$ cat config.mk
export PLATFORM = sky130hd
export DESIGN_NAME = if_pc_gen
export DESIGN_NICKNAME = d
export VERILOG_FILES = /design/src/rtl/if_pc_gen.sv
export SDC_FILE = /design/constraint.sdc
export NUM_CORES = 1
export LEC_CHECK = 0
export BUFFER_PORTS_ARGS = -buffer_cell sky130_fd_sc_hd__clkbuf_2
export CORE_MARGIN = 2
export CORE_UTILIZATION = 40
export CTS_CLUSTER_DIAMETER = 50
export DETAILED_ROUTE_END_ITERATION = 16
export PLACE_DENSITY = 0.67
export SLEW_MARGIN = 20
export SYNTH_ARGS = -nofsm -noshare
export SYNTH_HDL_FRONTEND = slang
export SYNTH_SLANG_ARGS = --single-unit
$ cat constraint.sdc
create_clock -name clk -period 6.6 [get_ports clk]
set_input_delay 0.66 -clock clk [delete_from_list [all_inputs] [get_ports clk]]
set_output_delay 0.66 -clock clk [all_outputs]
set_load 0.01 [all_outputs]
$ cat src/rtl/if_pc_gen.sv
// Instruction-fetch front end: owns the PC, addresses the synchronous ROM and pairs
// each returned instruction with its PC, with a one-entry hold buffer for stalls.
module if_pc_gen #(
   parameter logic [31:0] RESET_PC = 32'h0000_0000,
   parameter logic [31:0] NOP_INST = 32'h0000_0013
) (
   input  logic        clk,
   input  logic        rst,
   input  logic        stall_i,
   input  logic        jump_en_i,
   input  logic [31:0] jump_addr_i,
   output logic [31:0] rom_pc_o,
   input  logic [31:0] rom_inst_i,
   output logic [31:0] if_pc_o,
   output logic [31:0] if_inst_o,
   output logic        if_valid_o
);

   logic [31:0] fetch_pc_r;
   logic [31:0] resp_pc_r;
   logic        resp_valid_r;
   logic [31:0] hold_inst_r;
   logic        hold_valid_r;
   logic [31:0] inst_s;

   // PC, response and hold-buffer state; redirect beats stall, stall beats advance
   always_ff @(posedge clk or posedge rst) begin
      if (rst) begin
         fetch_pc_r   <= RESET_PC;
         resp_pc_r    <= RESET_PC;
         resp_valid_r <= 1'b0;
         hold_inst_r  <= 32'h0000_0000;
         hold_valid_r <= 1'b0;
      end else if (jump_en_i) begin
         fetch_pc_r   <= {jump_addr_i[31:2], 2'b00};
         resp_valid_r <= 1'b0;
         hold_valid_r <= 1'b0;
      end else if (stall_i) begin
         // ROM data is only live on the first stalled cycle; later reads are discarded
         if (resp_valid_r && !hold_valid_r) begin
            hold_inst_r  <= rom_inst_i;
            hold_valid_r <= 1'b1;
         end else begin
            hold_valid_r <= hold_valid_r;
         end
      end else begin
         resp_pc_r    <= fetch_pc_r;
         resp_valid_r <= 1'b1;
         fetch_pc_r   <= fetch_pc_r + 32'd4;
         hold_valid_r <= 1'b0;
      end
   end

   // Instruction select: bubble, held instruction, or live ROM data
   always_comb begin
      inst_s = NOP_INST;
      if (!resp_valid_r) begin
         inst_s = NOP_INST;
      end else if (hold_valid_r) begin
         inst_s = hold_inst_r;
      end else begin
         inst_s = rom_inst_i;
      end
   end

   assign rom_pc_o   = fetch_pc_r;
   assign if_pc_o    = resp_pc_r;
   assign if_valid_o = resp_valid_r;
   assign if_inst_o  = inst_s;

endmodule
---- Word level (Yosys, flattened, before mapping) ----
Index checks and enable logic that the tools add are counted.
cells by class
  bitwise gates (word level) .............. 2
  reductions and logical operators ........ 4
  muxes and demuxes ....................... 9
  $add $sub $neg .......................... 1
  equality and inequality tests ........... 2
operators with widths
  operator                                               number
  2-to-1 mux 32 bit                                      4
  adder 32 x 3 -> 32 bit, second input constant          1
  2-to-1 mux 1 bit                                       5
  inequality test 3 x 1 -> 1 bit, second input constant  1
  AND reduction 3 bit                                    1
  inequality test 2 x 1 -> 1 bit, second input constant  1
  inverter 1 bit                                         2
  AND reduction 2 bit                                    1
  logical AND 1 bit                                      1
  zero test 1 bit                                        1
storage, ports and cells
  input port bits ......................... 68
  flip-flop bits (word level) ............. 98
  output and inout port bits .............. 97
  logic and storage cells ................. 23

---- Depth between registers and ports, before layout ----
  depth in word-level cells ............... 5
  mapped depth ............................ 7
  mapped depth without buffers ............ 5

---- Worst setup path after synthesis ----
No wires, ideal clock.
  path type ............................... input port to flip-flop
  start point ............................. input port stall_i
  end point ............................... register fetch_pc_r[24], in the netlist rom_pc_o[24]
  arrival time ............................ 2.226 ns
  stages on the path ...................... 6
  buffers on the path ..................... 2
  setup slack ............................. 4.248 ns
  cell sequence ........................... buf_6 -> nand4b_4 -> or4_4 -> buf_6 -> o311a_2 -> a221o_1
on the way
  cells in the longest elaborated chain, start to end .. 1
ends and longest elaborated chain
  element                                          line  text
  start, declared                                  9     input logic stall_i,
  inequality test 2 x 1 -> 1 bit (no source line)  --
  end signal, assigned                             35    fetch_pc_r <= {jump_addr_i[31:2], 2'b00};
  end signal, assigned                             49    fetch_pc_r <= fetch_pc_r + 32'd4;
  end, declared                                    19    logic [31:0] fetch_pc_r;
No other way between the ends.
A chain may end at the register's enable or synchronous reset.

---- Worst setup path after layout ----
  start point ............................. register hold_valid_r
  end point ............................... output port if_inst_o[21]
on the way
  cells in the longest elaborated chain, start to end .. 2
ends and longest elaborated chain
  element                 line  text
  start, declared         23    logic hold_valid_r;
  start signal, assigned  44    hold_valid_r <= hold_valid_r;
  2-to-1 mux 32 bit       59    end else if (hold_valid_r) begin
  2-to-1 mux 32 bit       57    if (!resp_valid_r) begin
  end, declared           15    output logic [31:0] if_inst_o,
No other way between the ends.

==> impl_summary.txt <==
----------------------------------------------------
[Logic synthesis]
  Synth top area cells ... dfrtp_1 51%, mux2_2 15%, mux2i_1 7.1%, nor2_1 3.7%, nand2_1 2.4%
  Sequential element share of the synthesized area ... 50.6%
  Largest area contributor in the netlist ... dfrtp_1
  Number of distinct library cells after synthesis ... 39
  Post-synthesis instance area ... 0.00465 sq mm
  Yosys Warn Count ... 0
  Cell count after synthesis ... 417
  Post-Syn Area per Cell ... 11.1 sq um
  Post-synth top area share ... 50.6%
  Yosys reg bits ... 94

[Layout]
  Filler cell count in the final layout ... 1040
  Layout area overhead ... 26.2%
  Total area of sequential cells ... 0.00235 sq mm
  Final #Nets ... 628
  Multi-input combinational cell area ... 0.00214 sq mm
  Antenna diodes ... 0
  Fraction of final layout cells sized beyond drive strength 1 ... 43.3%

[Clock network]
  # hold bufs at CTS ... 0
  Clock-pin slew on the worst setup and hold paths ... 0.06 ns
  Clock tree root driver cell ... clkbuf_16
  Quantity of gates resized following cts ... 0
  Total clock buffers created by CTS ... 9
  Number of sinks handled by clock tree synthesis ... 94
  Number of buffers inserted by post-CTS setup repair ... 0
  Buffer levels on the longest clock path ... 2
  Worst-skew pair later-pin latency ... 0.34 ns
  Number of levels in the clock H-tree ... 3
  TritonCTS clock tree ... done

[Drt]
  Detailed-route via count ... 3761
  Drt via density ... 5.33
  Number of nets still failing antenna checks after routing ... 0
  Met3 routed wirelength ... 641 um
  Number of detailed-routing iterations run before antenna repair ... 4
  DR WL/cell ... 15.5 um
  Routed wl met2 ... 5320 um
  Wire length on met1 ... 4830 um
  Highest signal layer in the routed design ... met4
  Routed WL ... 11000 um
  DRC violations left ... 0
  Iteration-0 DRC count of the detailed router ... 117

[Worst setup path]
  Beginning of the worst register-to-register path ... rom_pc_o[6]
  Largest fanout on the critical path ... 34
  Start point of the critical path ... hold_valid_r
  Cells on worst reg2reg path ... 4
  Crit Path Class ... reg -> out
  WP data required ... 5.94 ns
  Register-to-register setup slack ... 4.24 ns
  Capture point of the worst reg-to-reg path ... rom_pc_o[27]
  Critical Path Source Type ... flop
  Critical path capture point type ... output port
  Worst path arrival time ... 1.90 ns

[Global route]
  Initial antenna violation count ... 0
  Vias in the first global route ... 3704
  Pin count of the biggest net entering global routing ... 54
  First-pass GRT wire length ... 18100 um
  Final global-route overflow total ... 0
  All-Layer GR Usage ... 17.9%

[STA]
  Final Critical Period ... 2.56 ns
  Tcrit/Tclk final ... 38.8%
  Fin. max-slew vios ... 0
  Number of endpoints with negative hold slack in the final report ... 0
  RSZ-0062 raised after global routing ... false
  Transition time at the pin with the least slew margin ... 1.02 ns
  Smallest hold slack ... 0.347 ns
  Sum Neg Setup Slack ... 0 ns
  Maximum clock frequency ... 390 MHz
  Worst slew slack as a fraction of its limit ... 32.1%
  Setup skew after layout ... 0.00477 ns
  Setup-violating endpoint count in the final report ... 0

[Placement]
  Quantity of I/O buffers inserted on ports ... 158
  Post-DP HPWL ... 7750 um
  RePlAce Congestion ... 0.833

[Power]
  Maximum vdd drop ... 137 uV
  Static leakage ... 0.00266 uW
  Power density cells ... 284 mW/mm^2

[Floorplan]
  Die Span X ... 112 um
  Initial Util ... 40.9%
  Standard-cell rows ... 39
  Full die area ... 0.0125 sq mm
  Die H ... 112 um
  Number of top-level design ports ... 165
  Core region area ... 0.0114 sq mm

[Min path]
  Class of the most critical hold timing path ... in -> async

[Outcome]
  Status ... complete, no violations

[Flow run]
  Maxcap violations ... 0

----------------------------------------------------
-- power breakdown --
group	switching [uW]	leakage [uW]	total, uW	internal, uW
combinational	144	0.00138	299	155
sequential	77.4	0.00111	755	677
clock	205	0.000170	611	406
total	426	0.00266	1660	1240
-- sequential cells by signal, summed over array words and instances (netlist names) --
name / count
hold_inst_r: 32
if_valid_o: 1
rom_pc_o: 30
if_pc_o: 30
hold_valid_r: 1
-- kinds of logic after synthesis --
family,count (synthesis),synth area share [%]
other,1,0.0807
multiplexers,95,22.1
buffers and inverters,39,3.85
AO/OA/AOI/OAI,46,6.44
flip-flops,94,50.6
AND/OR/NAND/NOR,129,14.3
adder cells (fa/ha/maj),1,0.269
XOR/XNOR,12,2.26
-- final cells by class --
cell class | instances | area share (%)
sequential | 94 | 40.1
multi-input combinational | 287 | 36.5
timing repair buffer | 160 | 13.7
clock buffer | 11 | 3.97
tap | 143 | 3.05
clock inverter | 4 | 2.05
inverter | 7 | 0.491
-- how the worst max path moves through the flow --
| stage | to | depth (start not counted) |
|---|---|---|
| finish | if_inst_o[21] | 3 |
| global route | if_inst_o[23] | 3 |
| CTS | if_inst_o[0] | 3 |
| detailed placement | rom_pc_o[19] | 5 |
| global placement | rom_pc_o[31] | 5 |
| floorplan | hold_inst_r[0] | 1 |
-- through the flow --
stage / std cells / instance area, sq um / power (uW) / utilization (%) / setup WS, ns
after floorplan: 420 / 4660 / 938 / - / 3.49
after global placement: 691 / 5510 / 1050 / 48.5 / 3.88
after detailed placement: 691 / 5510 / 1070 / 48.5 / 3.83
after CTS: 706 / 5860 / 1690 / 51.6 / 4.01
after global routing: 706 / 5860 / 1750 / 51.6 / 3.90
final: 706 / 5860 / 1670 / 51.6 / 4.04
-- Yosys cell counts --
cell type,n
dfrtp_1,94
mux2_2,62
nor2_1,46
mux2i_1,33
nand2_1,30
clkbuf_1,17
o21ai_0,15
or4_1,15
a31oi_1,13
o31ai_1,11
nand4_1,10
nand3_1,8
buf_1,7
inv_1,7
xnor2_1,7
xor2_1,5
buf_4,4
or3_1,4
and2_1,3
and3_1,2
buf_2,2
buf_6,2
nor3_1,2
nor4_1,2
o211ai_1,2
a211o_1,1
a21oi_1,1
a221o_1,1
and2b_2,1
and4_1,1
and4b_2,1
conb_1,1
ha_1,1
nand4b_4,1
nor3b_1,1
nor4b_2,1
o211a_1,1
o311a_2,1
or4_4,1
-- critical path, stage by stage (launching register included) --
cell,delay (ns)
dfrtp_2,1.02
mux2i_1,0.31
nor2_1,0.06
clkbuf_2,0.16
-- layout by cell type, fill, tap and decap left out, drive strengths merged, types with 2 or more instances in the layout --
| cell | instances |
|---|---|
| mux2 | 62 |
| xor2 | 5 |
| and3 | 2 |
| clkbuf | 169 |
| o21ai | 15 |
| bufinv | 4 |
| conb | 4 |
| or4 | 16 |
| dfrtp | 94 |
| nor4 | 2 |
| nor3 | 2 |
| nand4 | 10 |
| xnor2 | 7 |
| mux2i | 33 |
| o211ai | 2 |
| and2 | 3 |
| o31ai | 11 |
| buf | 2 |
| a31oi | 13 |
| or3 | 4 |
| nand2 | 30 |
| inv | 7 |
| nor2 | 46 |
| nand3 | 8 |
-- per-layer routing --
metal / track usage (%) / up-vias
met2: 30.0 / 134
met3: 4.03 / 16
met1: 23.2 / 1831
li1: - / 1780
met4: 6.01 / 0
met5: 0 / -
No activity file was read; power rests on OpenSTA's default activity.
